### src/rtl/readout_pkg.sv
// Shared types and helpers for the pixel readout path: count width, scanner
// states and the Gray-to-binary conversion used by the ramp-counter variant.
package readout_pkg;

  localparam int COUNT_W = 8;

  typedef enum logic [1:0] {
    IDLE,
    SEND,
    DONE
  } state_e;

  // Each binary bit is the XOR of itself and every more-significant Gray bit.
  function automatic logic [COUNT_W-1:0] gray2bin(input logic [COUNT_W-1:0] g);
    logic [COUNT_W-1:0] b;
    b[COUNT_W-1] = g[COUNT_W-1];
    for (int i = COUNT_W - 2; i >= 0; i--) begin
      b[i] = b[i+1] ^ g[i];
    end
    return b;
  endfunction

endpackage

### src/rtl/pixel_readout_scanner_if.sv
// Valid/ready beat stream carrying one pixel count plus its index and
// first/last framing from the scanner to the readout link.
interface pixel_readout_scanner_if
  import readout_pkg::*;
#(
  parameter int IDX_W = 3
) ();

  logic               out_valid;
  logic               out_ready;
  logic [COUNT_W-1:0] out_data;
  logic [IDX_W-1:0]   out_index;
  logic               out_first;
  logic               out_last;

  modport master (
    output out_valid, out_data, out_index, out_first, out_last,
    input  out_ready
  );

  modport slave (
    input  out_valid, out_data, out_index, out_first, out_last,
    output out_ready
  );

endinterface

### src/rtl/pixel_readout_scanner.sv
// Snapshots the per-pixel count registers on start and streams them out one
// beat per pixel. Build with GRAY_DECODE_EN to decode Gray-coded counts.
module pixel_readout_scanner
  import readout_pkg::*;
#(
  parameter int NUM_PIXELS = 5,
  parameter int IDX_W      = (NUM_PIXELS > 1) ? $clog2(NUM_PIXELS) : 1
) (
  input  logic                                 clk,
  input  logic                                 reset,
  input  logic                                 start,
  input  logic [NUM_PIXELS-1:0][COUNT_W-1:0]   stored_values,
  output logic                                 busy,
  output logic                                 frame_done,
  output logic                                 overrun,
  pixel_readout_scanner_if.master              out
);

  localparam logic [IDX_W-1:0] LAST_IDX = IDX_W'(NUM_PIXELS - 1);

  state_e             state_q, state_d;
  logic [IDX_W-1:0]   ptr_q, ptr_d;
  logic               overrun_q, overrun_d;
  logic               load;
  logic               handshake;
  logic [COUNT_W-1:0] snap_q [NUM_PIXELS];
  logic [COUNT_W-1:0] snap_word;

  // Copying the whole array at once frees the register array for the next
  // conversion right away.
  always_ff @(posedge clk) begin
    for (int i = 0; i < NUM_PIXELS; i++) begin
      if (reset) begin
        snap_q[i] <= '0;
      end else if (load) begin
        snap_q[i] <= stored_values[i];
      end
    end
  end

  always_ff @(posedge clk) begin
    if (reset) begin
      state_q   <= IDLE;
      ptr_q     <= '0;
      overrun_q <= 1'b0;
    end else begin
      state_q   <= state_d;
      ptr_q     <= ptr_d;
      overrun_q <= overrun_d;
    end
  end

  assign handshake = out.out_valid & out.out_ready;

  always_comb begin
    state_d   = state_q;
    ptr_d     = ptr_q;
    overrun_d = overrun_q;
    load      = 1'b0;
    unique case (state_q)
      IDLE: begin
        if (start) begin
          state_d = SEND;
          ptr_d   = '0;
          load    = 1'b1;
        end
      end
      SEND: begin
        if (start) overrun_d = 1'b1;
        if (handshake) begin
          if (ptr_q == LAST_IDX) state_d = DONE;
          else                   ptr_d   = ptr_q + IDX_W'(1);
        end
      end
      DONE: begin
        if (start) overrun_d = 1'b1;
        state_d = IDLE;
      end
      default: state_d = IDLE;
    endcase
  end

  assign snap_word = snap_q[ptr_q];

`ifdef GRAY_DECODE_EN
  assign out.out_data = gray2bin(snap_word);
`else
  assign out.out_data = snap_word;
`endif

  assign out.out_valid = (state_q == SEND);
  assign out.out_index = ptr_q;
  // Framing is qualified by valid so both flags read 0 outside a frame.
  assign out.out_first = (state_q == SEND) && (ptr_q == '0);
  assign out.out_last  = (state_q == SEND) && (ptr_q == LAST_IDX);

  assign busy       = (state_q != IDLE);
  assign frame_done = (state_q == DONE);
  assign overrun    = overrun_q;

endmodule

### src/flat_wrapper.sv
// flat-port wrapper written by rule: the top's interface ports become plain ports
module pixel_readout_scanner_flat import readout_pkg::*;
#(
  parameter int NUM_PIXELS = 5,
  parameter int IDX_W      = (NUM_PIXELS > 1) ? $clog2(NUM_PIXELS) : 1
)
  (clk, reset, start, stored_values, busy, frame_done, overrun, out_out_valid, out_out_data, out_out_index, out_out_first, out_out_last, out_out_ready);
  pixel_readout_scanner_if #(.IDX_W(IDX_W)) out_i ();
  input  logic clk;
  input  logic reset;
  input  logic start;
  input  logic [NUM_PIXELS-1:0][COUNT_W-1:0] stored_values;
  output logic busy;
  output logic frame_done;
  output logic overrun;
  output wire logic [$bits(out_i.out_valid)-1:0] out_out_valid;
  output wire logic [$bits(out_i.out_data)-1:0] out_out_data;
  output wire logic [$bits(out_i.out_index)-1:0] out_out_index;
  output wire logic [$bits(out_i.out_first)-1:0] out_out_first;
  output wire logic [$bits(out_i.out_last)-1:0] out_out_last;
  input wire logic [$bits(out_i.out_ready)-1:0] out_out_ready;
  assign out_out_valid = out_i.out_valid;
  assign out_out_data = out_i.out_data;
  assign out_out_index = out_i.out_index;
  assign out_out_first = out_i.out_first;
  assign out_out_last = out_i.out_last;
  assign out_i.out_ready = out_out_ready;
  pixel_readout_scanner #(.NUM_PIXELS(NUM_PIXELS), .IDX_W(IDX_W)) u_core (.clk(clk), .reset(reset), .start(start), .stored_values(stored_values), .busy(busy), .frame_done(frame_done), .overrun(overrun), .out(out_i));
endmodule
### config.mk
export PLATFORM = sky130hd
export DESIGN_NAME = pixel_readout_scanner_flat
export DESIGN_NICKNAME = d
export VERILOG_FILES = /design/src/rtl/readout_pkg.sv /design/src/rtl/pixel_readout_scanner_if.sv /design/src/rtl/pixel_readout_scanner.sv /design/src/flat_wrapper.sv
export SDC_FILE = /design/constraint.sdc
export NUM_CORES = 1
export LEC_CHECK = 0
export ABC_CLOCK_PERIOD_IN_PS = 1970
export BUFFER_PORTS_ARGS = -buffer_cell sky130_fd_sc_hd__buf_2
export CAP_MARGIN = 5
export CORE_UTILIZATION = 47
export CTS_CLUSTER_DIAMETER = 60
export CTS_CLUSTER_SIZE = 24
export DETAILED_ROUTE_END_ITERATION = 10
export PLACE_DENSITY = 0.75
export SETUP_SLACK_MARGIN = 0.3
export SYNTH_ARGS = -nofsm -noshare
export SYNTH_HDL_FRONTEND = slang
export SYNTH_SLANG_ARGS = --single-unit
export TNS_END_PERCENT = 50
### constraint.sdc
create_clock -name clk -period 1.97 [get_ports clk]
set_input_delay 0.2955 -clock clk [delete_from_list [all_inputs] [get_ports clk]]
set_output_delay 0.2955 -clock clk [all_outputs]
set_load 0.01 [all_outputs]
==> results of run 1 <==
area by class of cell:
cell class	count	share of cell area
multi-input combinational	100	0.321
timing repair buffer	67	0.141
clock buffer	5	0.0232
tap	52	0.0219
inverter	6	0.00928
clock inverter	3	0.0139
sequential	49	0.470
per-layer routing:
metal  GRT usage  vias to the layer above  share of wire
met5           0                        -              0
met4      0.0806                        0          0.023
met3      0.0366                        9          0.044
met2       0.295                       50           0.51
met1       0.209                      707           0.42
li1            -                      717              -
synth_stat cells:
cell type,n,area [µm²]
mux2i_1,2,20.0
buf_1,1,3.75
and3_4,1,11.3
inv_1,5,18.8
a21oi_1,2,10.0
clkbuf_1,6,22.5
buf_6,1,11.3
nand2_1,5,18.8
clkinv_1,1,3.75
buf_2,1,5.00
nor2b_1,2,12.5
or4_1,1,7.51
or3_1,1,6.26
mux4_2,8,180
dfxtp_1,9,180
or4_4,1,11.3
a31oi_1,6,37.5
nor2_1,3,11.3
and2_1,40,250
nor3b_1,2,15.0
mux2_2,8,90.1
o21ai_0,4,20.0
nand2b_1,3,18.8
edfxtp_1,40,1200
nand3_1,3,15.0
ha_1,7,87.6
critical path, delay by kind of cell, from the launching register on:
kind / cells / cell delay (ns)
buffers and inverters: 2 / 0.25
DFF: 1 / 0.36
muxes: 2 / 0.79
cell usage in the layout (no fill, tap or decap), types with 3 or more instances in the layout:
cell      netlist  final
nand2_1         5      5
nand3_1         3      3
ha_1            7      4
inv_1           5      3
mux2_4          0      5
o21ai_0         4      4
dfxtp_2         0      4
ha_4            0      3
buf_2           1     52
and2_1         40     40
buf_6           1     12
mux2_2          8      3
dfxtp_1         9      3
clkbuf_8        0      5
mux4_2          8      8
edfxtp_1       40     40
buf_4           0      3
a31oi_1         6      4
metrics by stage:
step	TNS [ns]	hold slack [ns]
finish	-0.117	0.262
global route	-0.449	0.258
CTS	-0.167	0.258
detailed placement	0	0.494
global placement	0	0.457
floorplan	0	0.436
what timing repair did:
item                       CTS  global route
resized for setup           29            16
setup endpoints to repair   54            54
gates cloned                 0             1
hold buffers                 0             0
pin swaps                    1             9
how the worst min path moves through the flow:
stage                      start  slack, ns             endpoint
3_3_place_gp      u_core.overrun       0.46       u_core.overrun
3_5_place_dp      u_core.overrun       0.49       u_core.overrun
6_report       stored_values[21]       0.26  u_core.snap_q[2][5]
2_1_floorplan              start       0.44       u_core.overrun
4_1_cts        stored_values[21]       0.26  u_core.snap_q[2][5]
5_1_grt        stored_values[21]       0.26  u_core.snap_q[2][5]
power breakdown:
group          leakage [nW]  switching [mW]  internal (mW)
clock network        0.0518           0.327          0.374
registers             0.510          0.0605           1.30
logic                 0.647           0.303          0.354
cells by family after synthesis:
logic type / after synthesis / share of synthesized area
DFF: 49 / 0.609
and+or+nand+nor: 62 / 0.166
adders and majority gates: 7 / 0.0386
AOI/OAI and AO/OA: 12 / 0.0298
buffers and inverters: 15 / 0.0287
muxes: 18 / 0.128
state kept, by name, indices dropped and copies added, names as in the netlist, named ones only:
signal	cells
u_core.out.out_index	3
u_core.overrun	1
u_core.snap_q	40
u_core.state_q	2
==> impl_results.md, run 1 <==
- Outcome: finished, violations left
- Failing checks: negative setup slack
- Clock tree sinks: 49
- Final Cycle Share: 1.02
- Worst hold path type: input pin to flop
- GP Congestion: 0.708
- Placed cell count: 273
- Row cnt: 24
- CTS Buffer Depth: 2
- Synth cell types: 26
- Startpoint Class: flop
- RSZ-0062 raised after global routing: yes
- Min cycle time layout: 2.01 ns
- Die width: 71.5 µm
- Synthesized area per cell: 13.9 µm²
- Critical-path top delay cell: mux4_2
- WP data arrival: 1.71 ns
- Total GRT Usage: 0.172
- Setup CP Type: flop to output pin
- Htree depth: 2
- Max incr delay on CP: 0.51 ns
- Worst r2r path cells: 6
- Dpl ws: 0.00215 ns
- Seq/Total Area, Yosys: 0.609
- Maximum VDD drop: 0.505 mV
- Pwr dens: 916 nW/µm²
- Clk slew on worst S/H paths: 0.09 ns
- Syn Inst Count: 163
- Grt ovf: 0
- Clk root buf: clkbuf_8
- First-pass iteration count of the detailed router: 5
- Static leakage power: 1.21 nW
- Req. time, crit path: 1.67 ns
- Crit-path cells: buf_6 -> mux4_2 -> mux2_2 -> buf_6
- CTS tree: done
- Max Cap Violations: 0
- Die ar.: 5110 µm²
- Worst Max-Slew Pin Slew: 0.490 ns
- I/O pin cnt: 61
- Via total after detailed routing: 1483
- DR WL/cell: 15.5 µm
- Final HPWL DP: 2.82 mm
- Synth warn: 0
- Pin count of the biggest net entering global routing: 41
- Postcts setup bufs: 0
- Clock buffer count from CTS: 5
- Port bufs: 60
- Layout cells sized above 1: 0.487
- Number of diodes: 0
- Via density: 5.26
- Final setup viols: 6
- Final-report hold violation count: 0
- Placed cell area: 2650 µm²
- Final Util: 0.659
- Critical Path End: out_out_data[1]
- Post-Layout Inst Area: 2970 µm²
- Post-Syn Nets: 214
- Reg2reg start: u_core.state_q[0]
- Max-slew violations: 0
- Slew headroom: 0.673
- Yosys reg bits: 49
- Crit end category: output pin
- Filler cells: 347
- Core area: 4500 µm²
- Clock skew: 0.00468 ns
- Drt total wl: 4.38 mm
- Die height: 71.5 µm
- Fmax: 498 MHz
- Initial core utilization: 0.504
- Tot Pwr: 2.72 mW
- Non-filler instance count after layout: 282
- Hold depth: 2
- Register area: 1390 µm²
- Worst setup margin: -0.0369 ns
- Multi-input gate area: 952 µm²
- DRT iter0 DRCs: 43
- Area growth from synthesis to layout: 30.7%
- Cell Area, Synth: 2270 µm²
- Most used cell along the critical path: buf_6
- Clk_lat worst skew: 0.30 ns
- Final #Nets: 280
- Critical path peak fanout: 4
- Initial antenna violation count: 0
- Post-route ant nets: 0
- Number of global-route vias before repair: 1473
- DRC: 0
- First-pass GRT wire length: 6.51 mm
- Worst R2R Setup Slack: 0.25 ns
Note: power is estimated with default switching activity, not from simulation.
==> run 2: changes to the inputs <==
--- a/config.mk
+++ b/config.mk
@@ -5,15 +5,16 @@
 export SDC_FILE = /design/constraint.sdc
 export NUM_CORES = 1
 export LEC_CHECK = 0
-export ABC_CLOCK_PERIOD_IN_PS = 1970
+export ABC_CLOCK_PERIOD_IN_PS = 2600
 export BUFFER_PORTS_ARGS = -buffer_cell sky130_fd_sc_hd__buf_2
 export CAP_MARGIN = 5
-export CORE_UTILIZATION = 47
+export CORE_UTILIZATION = 55
 export CTS_CLUSTER_DIAMETER = 60
 export CTS_CLUSTER_SIZE = 24
 export DETAILED_ROUTE_END_ITERATION = 10
-export PLACE_DENSITY = 0.75
+export PLACE_DENSITY = 0.83
 export SETUP_SLACK_MARGIN = 0.3
+export SKIP_CTS_REPAIR_TIMING = 1
 export SYNTH_ARGS = -nofsm -noshare
 export SYNTH_HDL_FRONTEND = slang
 export SYNTH_SLANG_ARGS = --single-unit
==> constraint.sdc (replaced) <==
create_clock -name clk -period 2.6 [get_ports clk]
set_input_delay 0.39 -clock clk [delete_from_list [all_inputs] [get_ports clk]]
set_output_delay 0.39 -clock clk [all_outputs]
set_load 0.01 [all_outputs]
==> impl_results.md, run 2 (synthesis gave the netlist of run 1 again) <==
- CTS tree: done (unchanged)
- Tot Pwr: 1.92 mW (was 2.72 mW)
- Max Cap Violations: 0 (unchanged)
- Filler cells: 270 (was 347)
- RSZ-0062 raised after global routing: no (was yes)
- Fmax: 460 MHz
- Die width: 66.2 µm (was 71.5 µm)
- Layout cells sized above 1: 0.404 (was 0.487)
- Die ar.: 4390 µm² (was 5110 µm²)
- Min cycle time layout: 2.17 ns
- DR WL/cell: 15.3 µm (was 15.5 µm)
- Max-slew violations: 0 (unchanged)
- Startpoint Class: flop (unchanged)
- Switching Fraction: 0.247 (was 0.254)
- Most flops, register: u_core.snap_q (unchanged)
- Placed cell count: 265 (was 273)
- CTS Buffer Depth: 2 (unchanged)
- Clk root buf: clkbuf_8 (unchanged)
- Worst Max-Slew Pin Slew: 0.564 ns (was 0.490 ns)
- Drt total wl: 4.17 mm (was 4.38 mm)
- Most common cell after layout, fill and taps aside: buf_2 (unchanged)
- Final Cycle Share: 0.836
- Number of diodes: 0 (unchanged)
- Clock buffer count from CTS: 5 (unchanged)
- Post-route ant nets: 0 (unchanged)
- Hold WS: 0.359 ns (was 0.262 ns)
- Final Util: 0.718 (was 0.659)
- Cell Int Power: 1.44 mW (was 2.03 mW)
- Critical path peak fanout: 8 (was 4)
- Port bufs: 60 (unchanged)
- Sequential Power Share: 0.535 (was 0.500)
- GP Congestion: 0.715 (was 0.708)
- Sum of negative setup slack: 0 ns (was -0.117 ns)
- Initial antenna violation count: 0 (unchanged)
- Maximum VDD drop: 0.534 mV (was 0.505 mV)
- Static leakage power: 1.15 nW (was 1.21 nW)
- Pin count of the biggest net entering global routing: 26 (was 41)
- Area growth from synthesis to layout: 20.1% (was 30.7%)
- Htree depth: 2 (unchanged)
- DRT iter0 DRCs: 124 (was 43)
- Psw: 473 µW (was 690 µW)
- Number of global-route vias before repair: 1497 (was 1473)
- I/O pin cnt: 61 (unchanged)
- First-pass iteration count of the detailed router: 5 (unchanged)
- Grt ovf: 0 (unchanged)
- Via total after detailed routing: 1485 (was 1483)
- Final setup viols: 0 (was 6)
- Max FFs per register: 40 (unchanged)
- Crit end category: output pin (unchanged)
- Pwr dens: 703 nW/µm² (was 916 nW/µm²)
- Slew headroom: 0.624 (was 0.673)
- Via density: 5.44 (was 5.26)
- Non-filler instance count after layout: 273 (was 282)
- Req. time, crit path: 2.21 ns (was 1.67 ns)
- Initial core utilization: 0.597 (was 0.504)
- Clock tree sinks: 49 (unchanged)
- WP data arrival: 1.78 ns (was 1.71 ns)
- Final-report hold violation count: 0 (unchanged)
- First-pass GRT wire length: 6.57 mm (was 6.51 mm)
- Commonest non-fill, non-tap cells in the layout: buf_2, and2_1, edfxtp_1 (was buf_2, and2_1, edfxtp_1, buf_6, mux4_2)
- Clk_lat worst skew: 0.30 ns (about the same)
- Setup CP Type: flop to output pin (unchanged)
- Outcome: finished, final reports clean (was finished, violations left)
- Clock skew: 0.00871 ns (was 0.00468 ns)
- Row cnt: 22 (was 24)
- Total GRT Usage: 0.210 (was 0.172)
- Combinational power share: 0.193 (was 0.242)
- DRC: 0 (unchanged)
- Die height: 66.2 µm (was 71.5 µm)
- Clock power frac: 0.272 (was 0.258)
- Worst hold path type: input pin to flop (unchanged)
- Final HPWL DP: 3.12 mm (was 2.82 mm)
- Final #Nets: 275 (was 280)
- Clk slew on worst S/H paths: 0.09 ns (about the same)
- Core area: 3800 µm² (was 4500 µm²)
==> run 2: cell count changes in the layout (fill, tap and decap cells not counted), moves of 3 or more <==
cell and change:
buf_6 -12, buf_2 +8, dfxtp_1 +5, mux2_2 +5
mux2_4 -5, dfxtp_2 -3, ha_1 +3, ha_4 -3
==> run 2: power groups by stage <==
stage	combinational, mW	clock [mW]	sequential (mW)
3_5_place_dp	0.375	0	1.04
4_1_cts	0.376	0.530	1.03
3_3_place_gp	0.351	0	1.03
5_1_grt	0.409	0.555	1.04
2_1_floorplan	0.250	0	1.02
6_report	0.371	0.522	1.03
==> run 2: path summary, 6_finish.rpt <==
kind | from | cells after the start | end | slack (ns)
max | flop | 3 | out_out_data[5] | 0.43
min | stored_values[9] | 2 | u_core.snap_q[1][1] | 0.36
min reg2reg | u_core.overrun | 2 | u_core.overrun | 0.48
max reg2reg | u_core.state_q[0] | 5 | u_core.snap_q[0][3] | 0.67
==> run 2: through the flow <==
stage / setup slack, ns / area (µm²)
finish: 0.426 / 2730
global route: 0.322 / 2730
CTS: 0.168 / 2730
detailed placement: 0.509 / 2620
global placement: 0.544 / 2620
floorplan: 0.510 / 2270
==> run 2: worst max-delay path, cell delays in order, from the launching register on <==
cell and delay [ns]:
dfxtp_2 0.52, mux4_2 0.55, mux2_2 0.28, buf_2 0.14
==> run 2: final cells by class <==
type / count / area (µm²) / share of cell area
Clock buffer: 5 / 68.8 / 0.0252
Clock inverter: 3 / 41.3 / 0.0151
Inverter: 6 / 22.5 / 0.00826
Multi-Input combinational cell: 99 / 828 / 0.304
Sequential cell: 49 / 1380 / 0.507
Tap cell: 48 / 60.1 / 0.0220
Timing Repair Buffer: 63 / 323 / 0.118
==> run 2: routing by layer <==
metal / global-route usage / part of all wire
met4: 0.0931 / 0.0089
met2: 0.370 / 0.52
met1: 0.224 / 0.40
met3: 0.0741 / 0.070
met5: 0 / 0
==> run 3: changes to the inputs <==
--- a/config.mk
+++ b/config.mk
@@ -5,14 +5,14 @@
 export SDC_FILE = /design/constraint.sdc
 export NUM_CORES = 1
 export LEC_CHECK = 0
-export ABC_CLOCK_PERIOD_IN_PS = 2600
+export ABC_CLOCK_PERIOD_IN_PS = 1900
 export BUFFER_PORTS_ARGS = -buffer_cell sky130_fd_sc_hd__buf_2
 export CAP_MARGIN = 5
-export CORE_UTILIZATION = 55
+export CORE_UTILIZATION = 47
 export CTS_CLUSTER_DIAMETER = 60
 export CTS_CLUSTER_SIZE = 24
 export DETAILED_ROUTE_END_ITERATION = 10
-export PLACE_DENSITY = 0.83
+export PLACE_DENSITY = 0.75
 export SETUP_SLACK_MARGIN = 0.3
 export SKIP_CTS_REPAIR_TIMING = 1
 export SYNTH_ARGS = -nofsm -noshare
==> constraint.sdc (replaced) <==
create_clock -name clk -period 1.9 [get_ports clk]
set_input_delay 0.285 -clock clk [delete_from_list [all_inputs] [get_ports clk]]
set_output_delay 0.285 -clock clk [all_outputs]
set_load 0.01 [all_outputs]
==> impl_results.md, run 3 (synthesis gave the netlist of run 1 again) <==
- Outcome: finished, violations left (was finished, final reports clean)
- Failing checks: negative setup slack
- Pin count of the biggest net entering global routing: 41 (was 26)
- Final #Nets: 282 (was 275)
- Post-Layout Inst Area: 2930 µm² (was 2730 µm²)
- Startpoint Class: flop (unchanged)
- Initial antenna violation count: 0 (unchanged)
- Die width: 71.5 µm (was 66.2 µm)
- Worst setup margin: -0.0803 ns (was 0.426 ns)
- Clock tree sinks: 49 (unchanged)
- Clock buffer count from CTS: 5 (unchanged)
- Clock skew: 0.00823 ns (was 0.00871 ns)
- Hold WS: 0.261 ns (was 0.359 ns)
- Max Cap Violations: 0 (unchanged)
- Layout cells sized above 1: 0.487 (was 0.404)
- Number of global-route vias before repair: 1399 (was 1497)
- Final Cycle Share: 1.04
- Number of diodes: 0 (unchanged)
- Sum of negative setup slack: -0.469 ns (was 0 ns)
- Max incr delay on CP: 0.51 ns (was 0.55 ns)
- DR WL/cell: 14.7 µm (was 15.3 µm)
- DRT iter0 DRCs: 64 (was 124)
- Final HPWL DP: 2.79 mm (was 3.12 mm)
- Crit-path cells: buf_12 -> mux4_2 -> mux2_4 -> buf_6 (was mux4_2 -> mux2_2 -> buf_2)
- Die ar.: 5110 µm² (was 4390 µm²)
- WP data arrival: 1.70 ns (was 1.78 ns)
- Pwr dens: 913 nW/µm² (was 703 nW/µm²)
- GP Congestion: 0.721 (was 0.715)
- Final-report hold violation count: 0 (unchanged)
- Grt ovf: 0 (unchanged)
- Htree depth: 2 (unchanged)
- Post-route ant nets: 0 (unchanged)
- Critical path buffers and inverters: 2 (was 1)
- Commonest non-fill, non-tap cells in the layout: buf_2, and2_1, edfxtp_1, buf_6, mux4_2 (was buf_2, and2_1, edfxtp_1)
- Req. time, crit path: 1.62 ns (was 2.21 ns)
- Total GRT Usage: 0.166 (was 0.210)
- Fmax: 505 MHz
- Die height: 71.5 µm (was 66.2 µm)
- Row cnt: 24 (was 22)
- Max-slew violations: 0 (unchanged)
- CTS Buffer Depth: 2 (unchanged)
- Most common cell after layout, fill and taps aside: buf_2 (unchanged)
- Slew headroom: 0.718 (was 0.624)
- DRC: 0 (unchanged)
- Maximum VDD drop: 0.524 mV (was 0.534 mV)
- Min cycle time layout: 1.98 ns
- Drt total wl: 4.17 mm (about the same)
- Initial core utilization: 0.504 (was 0.597)
- Final setup viols: 8 (was 0)
- Via density: 5.09 (was 5.44)
- CP delay by family, top: multiplexers (unchanged)
- Setup CP Type: flop to output pin (unchanged)
- I/O pin cnt: 61 (unchanged)
- RSZ-0062 raised after global routing: yes (was no)
- Core area: 4500 µm² (was 3800 µm²)
- Static leakage power: 1.20 nW (was 1.15 nW)
- Max FFs per register: 40 (unchanged)
- Most flops, register: u_core.snap_q (unchanged)
- Clk root buf: clkbuf_8 (unchanged)
- Port bufs: 60 (unchanged)
- Worst hold path type: input pin to flop (unchanged)
- Critical-path top delay cell: mux4_2 (unchanged)
- Clk slew on worst S/H paths: 0.09 ns (about the same)
- Placed cell area: 2680 µm² (was 2620 µm²)
- Final Util: 0.650 (was 0.718)
- Crit end category: output pin (unchanged)
- Worst Max-Slew Pin Slew: 0.419 ns (was 0.564 ns)
- First-pass GRT wire length: 6.32 mm (was 6.57 mm)
- Clk_lat worst skew: 0.29 ns (was 0.30 ns)
- CTS tree: done (unchanged)
- Critical path peak fanout: 8 (unchanged)
- Via total after detailed routing: 1445 (was 1485)
- First-pass iteration count of the detailed router: 4 (was 5)
- Area growth from synthesis to layout: 29.1% (was 20.1%)
[run 3: final timing paths]
| check | to | cells after the start | startpoint | slack (ns) |
|---|---|---|---|---|
| worst max-delay path | out_out_data[4] | 4 | flop | -0.08 |
| worst max register to register | flop | 6 | u_core.state_q[1] | 0.23 |
| worst min register to register | u_core.overrun | 2 | u_core.overrun | 0.51 |
| worst min-delay path | u_core.snap_q[2][0] | 2 | stored_values[16] | 0.26 |
[run 3: metal layers]
layer,global-route usage,up-vias,part of all wire
li1,-,722,-
met1,0.201,674,0.44
met2,0.287,45,0.49
met3,0.0422,4,0.056
met4,0.0654,0,0.012
met5,0,-,0
[run 3: layout make-up]
cell class,instances,area [µm²]
inverter,6,22.5
fill,343,1580
clock buffer,6,72.6
multi-input combinational,100,922
clock inverter,2,13.8
sequential,49,1390
timing repair buffer,69,442
tap,52,65.1
[run 3: where the power goes]
| part | internal [mW] | switching (mW) | total (mW) | leakage (nW) |
|---|---|---|---|---|
| Sequential | 1.34 | 0.0440 | 1.39 | 0.510 |
| Clock | 0.263 | 0.334 | 0.596 | 0.0456 |
| Combinational | 0.374 | 0.317 | 0.691 | 0.646 |
| Total | 1.98 | 0.695 | 2.67 | 1.20 |
[run 3: worst register-to-register path, delay by kind of cell (launching register included)]
kind / cells / cell delay (ns)
DFF: 1 / 0.34
AOI/OAI and AO/OA: 1 / 0.19
buffers and inverters: 2 / 0.17
and+or+nand+nor: 1 / 0.54
adders and majority gates: 1 / 0.16
muxes: 1 / 0.19
[run 3: metrics by stage]
| step | setup WS [ns] | total power [mW] | cells |
|---|---|---|---|
| after detailed placement | 0.0259 | 1.97 | 275 |
| final | -0.0803 | 2.67 | 284 |
| after CTS | -0.150 | 2.57 | 283 |
| after global routing | -0.142 | 2.81 | 284 |
| after floorplan | 0.286 | 1.74 | 163 |
| after global placement | 0.0646 | 1.96 | 275 |
